`config.mk`:
```
export PLATFORM = sky130hd
export DESIGN_NAME = booth_pp_accumulator
export DESIGN_NICKNAME = d
export VERILOG_FILES = /design/src/rtl/booth_pp_accumulator.sv
export SDC_FILE = /design/constraint.sdc
export NUM_CORES = 1
export LEC_CHECK = 0
export ABC_AREA = 1
export CORE_ASPECT_RATIO = 2
export CORE_MARGIN = 4
export CORE_UTILIZATION = 35
export CTS_BUF_LIST = sky130_fd_sc_hd__clkbuf_2 sky130_fd_sc_hd__clkbuf_4 sky130_fd_sc_hd__clkbuf_8
export DETAILED_ROUTE_END_ITERATION = 10
export PLACE_DENSITY = 0.67
export SKIP_CTS_REPAIR_TIMING = 1
export SYNTH_ARGS = -nofsm -noshare
export SYNTH_HDL_FRONTEND = slang
export SYNTH_SLANG_ARGS = --single-unit
```
`constraint.sdc`:
```
create_clock -name clk -period 3.4 [get_ports clk]
set_input_delay 0.68 -clock clk [delete_from_list [all_inputs] [get_ports clk]]
set_output_delay 0.68 -clock clk [all_outputs]
set_load 0.01 [all_outputs]
```
`src/rtl/booth_pp_accumulator.sv`:
```
// rtl/booth_pp_accumulator.sv - sequential accumulator of radix-8 Booth partial products
//
// Consumes one signed partial product (digit * multiplicand, digit in -4..+4)
// per accepted cycle. Term i is weighted by 8**i. After NUM_TERMS terms the
// unsigned product is presented on a valid/ready result port.
//
// Ports:
//   clk        rising-edge clock
//   rst_n      asynchronous active-low reset
//   pp_data    signed two's-complement partial product
//   pp_first   marks term 0 of a product (qualified by pp_valid)
//   pp_valid   term valid
//   pp_ready   block can accept a term
//   res_data   product
//   res_valid  product valid
//   res_ready  downstream accepts the product
//   term_idx   index of the next expected term
//   sync_err   sticky flag: pp_first seen mid-product; cleared only by reset
module booth_pp_accumulator #(
  parameter int DATA_WIDTH = 6,
  parameter int NUM_TERMS  = (DATA_WIDTH + 3) / 3,
  parameter int PP_WIDTH   = DATA_WIDTH + 3,
  parameter int RES_WIDTH  = 2 * DATA_WIDTH,
  parameter int TIDX_W     = (NUM_TERMS > 1) ? $clog2(NUM_TERMS) : 1
) (
  input  logic                 clk,
  input  logic                 rst_n,
  input  logic [PP_WIDTH-1:0]  pp_data,
  input  logic                 pp_first,
  input  logic                 pp_valid,
  output logic                 pp_ready,
  output logic [RES_WIDTH-1:0] res_data,
  output logic                 res_valid,
  input  logic                 res_ready,
  output logic [TIDX_W-1:0]    term_idx,
  output logic                 sync_err
);

  localparam int ACC_W = PP_WIDTH + 3 * (NUM_TERMS - 1) + 1;
  localparam int SH_W  = $clog2(3 * NUM_TERMS + 1);

  typedef enum logic {
    ACCUM = 1'b0,
    DONE  = 1'b1
  } state_t;

  state_t state;
  state_t state_next;

  logic                    accept;
  logic                    restart;
  logic [TIDX_W-1:0]       eff_idx;
  logic                    last_term;
  logic [SH_W-1:0]         sh_amt;
  logic signed [ACC_W-1:0] acc;
  logic signed [ACC_W-1:0] pp_ext;
  logic signed [ACC_W-1:0] sum_next;

  assign accept = pp_valid && pp_ready;

  // A term flagged first, or arriving when no product is in progress, starts
  // a fresh product: the old partial sum is dropped rather than added to.
  assign restart   = pp_first || (term_idx == '0);
  assign eff_idx   = restart ? '0 : term_idx;
  assign last_term = (eff_idx == TIDX_W'(NUM_TERMS - 1));
  assign sh_amt    = SH_W'(3 * eff_idx);

  assign pp_ext   = {{(ACC_W - PP_WIDTH){pp_data[PP_WIDTH-1]}}, pp_data};
  assign sum_next = (restart ? '0 : acc) + (pp_ext <<< sh_amt);

  // State register
  always_ff @(posedge clk or negedge rst_n) begin
    if (!rst_n) begin
      state <= ACCUM;
    end else begin
      state <= state_next;
    end
  end

  // Next-state logic
  always_comb begin
    state_next = state;
    case (state)
      ACCUM:   if (accept && last_term) state_next = DONE;
      DONE:    if (res_ready)           state_next = ACCUM;
      default:                          state_next = ACCUM;
    endcase
  end

  // Output logic: the result is valid exactly while waiting in DONE, so an
  // asynchronous reset drops res_valid immediately.
  always_comb begin
    pp_ready  = 1'b0;
    res_valid = 1'b0;
    case (state)
      ACCUM:   pp_ready  = 1'b1;
      DONE:    res_valid = 1'b1;
      default: pp_ready  = 1'b0;
    endcase
  end

  // Datapath: accumulator, term counter, result register, sticky error
  always_ff @(posedge clk or negedge rst_n) begin
    if (!rst_n) begin
      acc      <= '0;
      term_idx <= '0;
      res_data <= '0;
      sync_err <= 1'b0;
    end else if (accept) begin
      acc <= sum_next;
      if (pp_first && (term_idx != '0)) begin
        sync_err <= 1'b1;
      end
      if (last_term) begin
        // Valid Booth streams of unsigned operands sum to a non-negative
        // value below 2**RES_WIDTH, so truncation is exact.
        res_data <= sum_next[RES_WIDTH-1:0];
        term_idx <= '0;
      end else begin
        term_idx <= eff_idx + 1'b1;
      end
    end
  end

endmodule

```
==> impl_metrics.toml <==
[outcome]
status = "finished clean"

[final_layout]
drive_gt1_share_pct = 25.5
nets = 411
fillers = 579
areaGrowthSynthToFinish_pct = 44.2
diodes = 0
utilization_pct = 52.2

[clock_tree]
numCtsBuffers = 3
htree_levels = 1
clk-insertion-delay-late_ns = 0.29
cts.sink_count = 28
cts_tree = "yes"
cts_buffer_depth = 2
cts_root_buffer = "clkbuf_8"
path_clk_slew_ns = 0.10

[timing]
worst_slew_pin_slew_ns = 0.568
relSlewSlack_pct = 62.1
timing.fmax_mhz = 331
fin_worst_skew_ns = 0.00773
fin_crit_ns = 3.02
setup_viol = 0
final_hold_viol_count = 0
period_share_pct = 88.9
grt_setup_unrepaired = "false"
final_max_slew_viol_count = 0

[power_and_ir_drop]
vdd_ir_drop_max_v = 0.000298
p_leak_nw = 1.51
power.total_mw = 2.32
powerDensity_nw_per_um2 = 771

[grt]
grt_pass1_wl_mm = 9.93
antenna_found_initial = 0
grt_pass1_vias = 2223
grt-ovfl-total = 0
grt_max_degree = 29
grt_usage_pct = 17.3

[setup_path]
cpPeakStageDelay_ns = 0.34
endpoint_kind = "register"
crit_slowest_cell = "ha_1"
path_class = "in2reg"
worstPathArrival_ns = 3.18
path_cells = "dlymetal6s2s_1 -> inv_2 -> nand3_2 -> ha_1 -> clkinvlp_4 -> nand3_1 -> o21ai_2 -> o21ai_0 -> a31oi_1 -> ha_1 -> a21oi_2 -> o21ai_2 -> a21oi_2 -> o21ai_1 -> or2_2 -> nand3_1 -> o21ai_0"
critical_path_peak_fanout = 7
crit_required_ns = 3.56
rrSetupSlack_ns = 0.39
worst_setup_path_start_kind = "input pin"

[logic_synthesis]
synth_top_cells_by_count = "nand2_1, o21ai_0, inv_1"
synth_ff_type = "dfrtp_1"
synth_nets = 323
synth.yosys.warnings = 0
yosysMostFrequentCell = "nand2_1"
avgSynthCellArea_um2 = 7.09
ys_ff_latch = 28
synthTopCellsByArea = "dfrtp_1, nand2_1, ha_1, o21ai_0, nand3_1"
syn_inst = 294
synth_area_um2 = 2090
synth_top_area_cell = "dfrtp_1"
synth-seq-area-share_pct = 33.6
async_flop_share_pct = 100
synth.top_cell.area_share_pct = 33.6
ys_types = 33
synth_edf_count = 0

[drt]
post_drt_wl_per_cell_um = 13.5
ant_nets = 0
wl_mm = 5.98
drc_errors = 0
dr.pass1.iters = 4
initialDrtViolationCount = 61
avgViaCountPerCell = 5.10
num_vias = 2254

[die]
die_w_um = 62.6
initial_core_util_pct = 36.2
row_count = 39
die_height_um = 117
coreArea_um2 = 5760
ios = 31
dieArea_um2 = 7330

[worst_hold_path]
hp-class = "reg2reg"

[placed_design]
port_buffers = 30
finalWeightedCongestion = 0.980
dp_hpwl_mm = 5.10

[run]
drv_cap = 0
## where the power goes
part           internal (mW)  total (mW)  switching [mW]
Sequential             0.475       0.544          0.0691
Clock                  0.158       0.266           0.108
Combinational          0.749        1.51           0.761
## path summary, 6_finish.rpt
path | startpoint | endpoint | cells after the start
worst max-delay path | pp_first | acc[9] | 17
worst min-delay path | res_data[2] | res_data[2] | 2
min in group asynchronous | rst_n | acc[4] | 2
worst max register to register | term_idx[1] | acc[9] | 19
worst min register to register | res_data[2] | res_data[2] | 2
max in group asynchronous | rst_n | acc[6] | 2
## worst max-delay path, delay by kind of cell
family	cells	cell delay, ns
buffers and inverters	3	0.38
adders and majority gates	2	0.68
and+or+nand+nor	4	0.57
AOI/OAI and AO/OA	8	0.87
## area by class of cell
class                           count  area [um^2]  area share (%)
Multi-Input combinational cell    224         1270            42.3
Timing Repair Buffer               90          753            25.0
Sequential cell                    28          701            23.3
Inverter                           35          135            4.49
Tap cell                           61         76.3            2.54
Clock buffer                        3         41.3            1.37
Clock inverter                      1         30.0           0.998
## per-stage QoR
step                      hold slack [ns]  TNS (ns)  setup WS, ns  cell area, um^2  cells
after global placement              0.455     -4.17        -0.398             2860    436
after floorplan                     0.384         0        0.0835             2090    294
after global routing                0.501         0         0.113             3010    442
after CTS                           0.481    -0.574        -0.154             2930    440
final                               0.476         0         0.379             3010    442
after detailed placement            0.459     -4.78        -0.420             2860    436
## cell usage in the layout, fill, tap and decap left out, types with 4 or more instances in the layout
cell,count
nand2_1,69
clkdlybuf4s50_1,29
a21oi_1,10
o21ai_0,28
dfrtp_1,28
inv_1,29
nand3_2,4
a21oi_2,8
inv_2,4
o21ai_1,6
ha_1,14
nor2_1,27
buf_4,60
nand3_1,24
## registers in the layout, summed over array words and instances (netlist names)
register  count
state         1
acc          12
res_data     12
sync_err      1
term_idx      2
## cells by family after synthesis
group	Yosys count	share of synthesized area, %
DFF	28	33.6
buffers and inverters	42	8.10
adders and majority gates	15	9.36
and+or+nand+nor	140	30.3
xor gates and xnor gates	6	2.52
AOI/OAI and AO/OA	63	16.1
## per-layer routing
layer,GRT usage (%),part of all wire (%)
met4,9.88,3.9
met2,36.7,59
met1,15.9,35
met3,0.955,1.3
met5,0,0
(Power assumes the default switching activity.)
